$ cat src/rtl/ppe_pkg.sv
// Shared widths and state encoding for the pending priority encoder.
//   N_IN       : number of request lines
//   CODE_W     : width of the encoded index
//   DROP_CNT_W : width of the optional merged-request counter
package ppe_pkg;

   localparam int unsigned N_IN       = 4;
   localparam int unsigned CODE_W     = 2;
   localparam int unsigned DROP_CNT_W = 8;

   typedef enum logic {
      IDLE = 1'b0,
      HOLD = 1'b1
   } state_t;

endpackage

$ cat src/rtl/prio_enc4.sv
// Combinational 4-input priority encoder, highest set index wins.
//   vec : input vector, bit i = index i
//   idx : index of the highest set bit (0 when vec is empty)
//   any : at least one bit of vec is set
module prio_enc4
   import ppe_pkg::*;
(
   input  logic [N_IN-1:0]   vec,
   output logic [CODE_W-1:0] idx,
   output logic              any
);

   always_comb begin
      idx = '0;
      any = |vec;
      if (vec[3])      idx = CODE_W'(3);
      else if (vec[2]) idx = CODE_W'(2);
      else if (vec[1]) idx = CODE_W'(1);
      else             idx = CODE_W'(0);
   end

endmodule

$ cat src/rtl/pending_priority_encoder.sv
// Sequential 4-to-2 encoder: latches request pulses into a pending register
// and presents the highest pending index with a valid/ack handshake.
//   clk      : system clock, rising edge
//   reset_n  : asynchronous active-low reset
//   req      : request pulses, bit i = index i, multi-hot allowed
//   code     : encoded index of the granted request
//   valid    : code is valid and held stable until ack
//   ack      : consumer accepts code, only honoured while valid
//   pending  : current pending register
//   drop_cnt : saturating count of cycles in which a request merged into an
//              already-pending bit (only with PENDING_PRIORITY_ENCODER_DROP_CNT_EN)
module pending_priority_encoder
   import ppe_pkg::*;
(
   input  logic                  clk,
   input  logic                  reset_n,
   input  logic [N_IN-1:0]       req,
   output logic [CODE_W-1:0]     code,
   output logic                  valid,
   input  logic                  ack,
   output logic [N_IN-1:0]       pending
`ifdef PENDING_PRIORITY_ENCODER_DROP_CNT_EN
   ,
   output logic [DROP_CNT_W-1:0] drop_cnt
`endif
);

   state_t            state;
   logic [N_IN-1:0]   clr_mask_c;
   logic [CODE_W-1:0] prio_idx;
   logic              prio_any;

   // Highest pending index, evaluated on the registered pending vector.
   prio_enc4 u_prio (
      .vec (pending),
      .idx (prio_idx),
      .any (prio_any)
   );

   // Bit to retire this cycle: the granted index once the consumer accepts it.
   always_comb begin
      clr_mask_c = '0;
      if (valid && ack) clr_mask_c = N_IN'(1) << code;
   end

   // Pending register; a new request on a bit being cleared re-sets it.
   always_ff @(posedge clk or negedge reset_n) begin
      if (!reset_n) pending <= '0;
      else          pending <= (pending & ~clr_mask_c) | req;
   end

   // Grant FSM: IDLE picks the highest pending index, HOLD freezes it until ack.
   always_ff @(posedge clk or negedge reset_n) begin
      if (!reset_n) begin
         state <= IDLE;
         code  <= '0;
         valid <= 1'b0;
      end else begin
         case (state)
            IDLE: begin
               if (prio_any) begin
                  code  <= prio_idx;
                  valid <= 1'b1;
                  state <= HOLD;
               end
            end
            HOLD: begin
               if (ack) begin
                  valid <= 1'b0;
                  state <= IDLE;
               end
            end
            default: begin
               valid <= 1'b0;
               state <= IDLE;
            end
         endcase
      end
   end

`ifdef PENDING_PRIORITY_ENCODER_DROP_CNT_EN
   logic merge_c;

   // A merge is a request landing on a bit that stays pending this cycle.
   assign merge_c = |(req & pending & ~clr_mask_c);

   always_ff @(posedge clk or negedge reset_n) begin
      if (!reset_n)                             drop_cnt <= '0;
      else if (merge_c && (drop_cnt != '1))     drop_cnt <= drop_cnt + DROP_CNT_W'(1);
   end
`endif

endmodule

$ cat config.mk
export PLATFORM = sky130hd
export DESIGN_NAME = pending_priority_encoder
export DESIGN_NICKNAME = d
export VERILOG_FILES = /design/src/rtl/ppe_pkg.sv /design/src/rtl/prio_enc4.sv /design/src/rtl/pending_priority_encoder.sv
export SDC_FILE = /design/constraint.sdc
export NUM_CORES = 1
export LEC_CHECK = 0
export CAP_MARGIN = 20
export CELL_PAD_IN_SITES_DETAIL_PLACEMENT = 0
export CELL_PAD_IN_SITES_GLOBAL_PLACEMENT = 2
export CORE_MARGIN = 2
export CORE_UTILIZATION = 24
export DETAILED_ROUTE_END_ITERATION = 8
export GPL_ROUTABILITY_DRIVEN = 0
export PLACE_DENSITY_LB_ADDON = 0.1
export SLEW_MARGIN = 20
export SYNTH_ARGS = -nofsm -noshare
export SYNTH_HDL_FRONTEND = slang
export SYNTH_SLANG_ARGS = --single-unit
$ cat constraint.sdc
create_clock -name clk -period 2.6 [get_ports clk]
set_input_delay 0.52 -clock clk [delete_from_list [all_inputs] [get_ports clk]]
set_output_delay 0.52 -clock clk [all_outputs]
set_load 0.05 [all_outputs]
Word level (Yosys, flattened, before mapping)
Cells that the tools add are included.

word-level totals
  register bits = 8
  input bits = 7
  output and inout bits = 7
  word-level logic and storage cells = 25

cells by class
  equal/unequal tests = 2
  shift-type cells = 1
  mux-type cells = 10
  bitwise gates (word level) = 4
  reductions and logical operators = 4

operators with widths
  cell                   number
  $mux W1                5
  $and A4 B4 Y4          1
  $mux W2                2
  $mux W4                1
  $ne A2 B2 Y1 const B   2
  $not A4 Y4             1
  $or A4 B4 Y4           1
  $pmux W1 S2            2
  $reduce_and A2 Y1      2
  $reduce_or A4 Y1       1
  $shl A1 B2 Y4 const A  1
  $logic_and A1 B1 Y1    1
  $not A1 Y1             1

Logic depth before layout (Yosys ltp)
  depth after elaboration = 5
  gate-level depth with buffers = 3
  gate-level depth less buffers = 3

By module
Synthesis repeated with hierarchy kept, for this count alone.

unflattened totals
  cells, all modules = 28
  area total of the unflattened synthesis = 355.3 um2

by module, submodules not included
  module                    instances  cells each  area an instance (um2)  sequential area each (um2)
  pending_priority_encoder  1          24          331.6                   200.2
  prio_enc4                 1          4           23.8                    0.0

Worst setup path before layout
Ideal clock, no wire load.

  path kind = register to register
  start point = register pending[1]
  end point = register valid
  setup time = 127 ps
  arrival time = 1332 ps
  data required time = 2473 ps
  setup slack = 1141 ps
  cell stages (with the launch flop) = 4
  buffers on the path = 0
  period minus slack after synthesis = 1459 ps
  path through = dfrtp_1 or4_4 nor2_2 o22ai_1

between the ends
  word-level cells in the longest chain between the ends = 3

RTL lines
  element                             RTL line                        text
  start, declared                     pending_priority_encoder.sv:21  output logic [N_IN-1:0] pending
  start signal, assigned              pending_priority_encoder.sv:49  else pending <= (pending & ~clr_mask_c) | req;
  $reduce_or A4 Y1                    prio_enc4.sv:15                 any = |vec;
  $ne A2 B2 Y1 (no source line)       --
  $reduce_and A2 Y1 (no source line)  --
  end signal, assigned                pending_priority_encoder.sv:57  valid <= 1'b0;
  end signal, assigned                pending_priority_encoder.sv:63  valid <= 1'b1;
  end signal, assigned                pending_priority_encoder.sv:69  valid <= 1'b0;
  end, declared                       pending_priority_encoder.sv:19  output logic valid,

Every way passes these cells.
A chain may end at the register's enable or synchronous reset.

Worst setup path in the final report
  start point = register valid
  end point = output port valid

No word-level cell between the ends.

==> results by stage <==
Floorplan:
- The die is around 42 um tall.
- The total I/O pin count is 14.
- The area of the die is roughly 1700 sq um.
- The die span in x is ~42 um.
- The region available for standard cell placement spans roughly 1300 sq um.
- In this run the core area contains 13 standard-cell rows.
- The starting utilization of the core area is ~26%.

STA:
- For this run, the top clock speed supported by timing is around 480 MHz.
- The relative slew slack is between 60% and 70%.
- Setup violations remaining at the end of the flow were counted as 0.
- The clock skew is around 0.012 ns.
- The aggregate negative setup slack is 0 ns.
- The final count of hold timing violations was 0.
- The routed design could run at a clock period as short as about 2.1 ns.
- The slew of the pin with the lowest slew margin is slightly above 0.5 ns.
- The max-slew violation total from the final report is 0.
- Of the available clock period, the critical path in the final layout requires roughly four fifths.
- Final hold analysis gives a worst-case slack of about 0.54 ns.
- Setup repair after global routing left no endpoint under its margin.

Clock network:
- In this run the post-CTS setup repair buffer count came out at 0.
- After clock tree synthesis, the flow added hold-fix buffers numbering 0.
- Counting along the longest clock path gives a buffer depth of 2.
- CTS built an H-tree with a depth of 1.
- The post-CTS clock slew at the launch and capture registers of the worst setup and hold paths is around 0.06 ns.
- The clock latency reported for the late side of the worst-skew pair is roughly 0.26 ns.
- The clock tree root buffer cell is clkbuf_4.
- Post-CTS repair changed the size of 0 cells.
- The TritonCTS buffer count is 3.
- The TritonCTS clock tree is built.
- The clock sink count is 8.

Drt:
- The number of nets still failing antenna checks after routing is 0.
- Dividing the detail-routed wire length by the instance count gives approximately 14 um.
- Dividing the detail-routed via count by the number of cells gives between 4 and 5.
- The detailed router placed 302 vias in this run.
- The pre-antenna-repair detailed-routing pass consisted of 2 iterations.
- The number of design-rule violations left by the first detailed-router iteration is 3.
- The final layout contains routed wiring with a total length of ~850 um.
- The count of unresolved DRC violations after routing is 0.

Synthesis:
- The synthesized netlist contains 13 unique library cells.
- The cell area that synthesis handed to floorplanning was between 300 and 400 sq um.
- After synthesis, flip-flops and latches occupy roughly three fifths of the total area.
- The fraction of synthesized cell area in xor and xnor cells is 0%.
- The post-synthesis mux area share is 0%.
- The flip-flop and latch count after synthesis is 8.
- Counting every net in the synthesized netlist gives 39.
- The cell accounting for the most synthesized area is dfrtp_1.
- By area the synthesized netlist is led by dfrtp_1 (59%), a21o_1 (6.6%), o21ai_0 (5.9%), nor2_1 (5.5%), nand4b_1 (5.1%).
- After synthesis, the largest family of logic cells by area is compound AO/OA/AOI/OAI gates.
- The warning count from the yosys run is 0.
- A synthesized cell averages around 11 sq um.
- The simple-gate portion of the synthesized area is about a fifth.
- After technology mapping, the gate count stands at 32.
- Summed over its instances, the top area cell type makes up roughly 59% of the synthesized netlist area.
- Of the total synthesized cell area, the portion taken by full adders, half adders and majority gates is 0%.
- The complex-gate fraction of the synthesized area is 19.85%.

GRT:
- The number of antenna violations at the first check in global routing was 0.
- The first global-routing pass estimated roughly 1400 um of wire.
- The number of global-route vias before repair is 292.
- The total congestion overflow is 0.
- The largest net degree at the start of global routing is 9.
- The combined global-route utilization of all metal layers is around an eighth.

Worst setup path:
- The worst setup path is of the reg2out kind.
- In this run the worst path has a maximum fanout of 7.
- The capturing element type of the critical path is an output pin.
- Data on the critical path is required at its endpoint by about 2.1 ns.
- Traced cell by cell, the critical path runs through clkdlybuf4s50_1.
- Data on the critical path arrives at its endpoint at between 1.5 and 2 ns.
- The slowest stage of the critical path is the clkdlybuf4s50_1 cell.
- Together, buffers and inverters on the worst path number 1.
- The cell type group with the largest total delay on the critical path is buffers and inverters.
- In this design, the stage delay of the slowest critical-path cell is 0.86 ns.
- The category of the worst setup path launch point is a register.

Pwr:
- The internal power of the cells totals between 200 and 250 uW.
- In this run, the combinational gates consume about a quarter of the power.
- Of the total power, the clock network draws ~30%.
- The worst voltage drop across the vdd grid is 207.0 uV.
- The total power divided by cell area is roughly 640 nW/um^2.
- The switching power is between 100 and 150 uW.
- Per report_power, the sequential group accounts for roughly 46% of the total.
- In this run the static leakage power is just under 0.0002 uW.
- Net switching is approximately a third of the power.

Finish:
- Leaving out fill and tap cells, the most frequent cells in the layout are clkdlybuf4s50_1 (13), dfrtp_1 (8), nor2_1 (5).
- After filler insertion, the fill cell instance count of the layout stands at ~130.
- The area taken by multi-input logic gates is 132.6 sq um.
- The repair_antennas step left the layout with diodes totalling 0.
- In the final layout, flip-flops and latches occupy 200.2 sq um.
- The fraction of layout cells with a size suffix above 1 is between 10% and 20%.
- The area overhead of the layout relative to synthesis is 50.37%.
- The number of nets at the end of the flow is 57.
- The most common cell after layout, fill and taps aside is clkdlybuf4s50_1.

Status:
- The flow ran to the end, and the final reports show no timing, DRC or antenna violations.

Worst hold path:
- The worst hold path belongs to the class in2async.

Job:
- The count of maximum capacitance violations is 0.

Place:
- Input and output buffers added on the ports amount to 13.
==> routing by layer <==
layer,share of wire (%),vias up,track usage (%)
met2,48,11,15.63
met1,45,140,15.57
li1,-,149,-
met4,0.94,0,9.677
met3,5.6,2,4.348
met5,0,-,0
==> stage by stage <==
step	util [%]	area [sq um]	cells	power, uW	worst slack, ns
floorplan	-	340.3	32	195.5	1.141
global placement	37.13	489.2	60	232.6	0.8174
detailed placement	37.13	489.2	60	233.2	0.7993
CTS	38.84	511.7	63	336.1	0.5018
global route	38.84	511.7	63	346.4	0.4441
finish	38.84	511.7	63	329.0	0.5016
==> power by group through the flow <==
stage                     registers (uW)  clock network (uW)  logic (uW)
after global placement               153                   0        79.9
after floorplan                      183                   0        12.6
after CTS                            151                 105        80.4
after detailed placement             153                   0        80.0
after global routing                 154                 109        83.5
final                                151                98.5        79.3
==> final timing paths <==
path                                    to  depth (start not counted)       start  slack, ns
worst min-delay path            pending[0]                          1     reset_n       0.54
worst max register to register       state                          3  pending[0]       1.34
worst min register to register       valid                          1       state       0.55
worst max-delay path                 valid                          1       valid       0.50
max in group asynchronous          code[1]                          1     reset_n       1.77
min in group clk                     valid                          1       state       0.55
==> kinds of logic after synthesis <==
| logic type | after synthesis |
|---|---|
| simple gates | 11 |
| compound gates | 11 |
| buf+inv | 2 |
| flops | 8 |
==> area by class of cell <==
cell class              count  area share, %
flip-flops and latches      8          39.12
multi-input cells          22          25.92
repair buffers             13          25.43
clock buffers               3          4.401
well taps                  15          3.667
inverters                   2          1.467
==> synth_stat cells (all sizes together) <==
library cell  instances
or4                   1
o21ai                 4
nand4b                2
a21oi                 2
nand4                 1
a21o                  4
nor2                  6
dfrtp                 8
o22ai                 1
nand3                 1
inv                   2
==> sequential cells by signal, indices dropped and copies added, names as in the netlist <==
name and count:
code 2, pending 4, state 1, valid 1
Note: power is estimated with default switching activity, not from simulation.
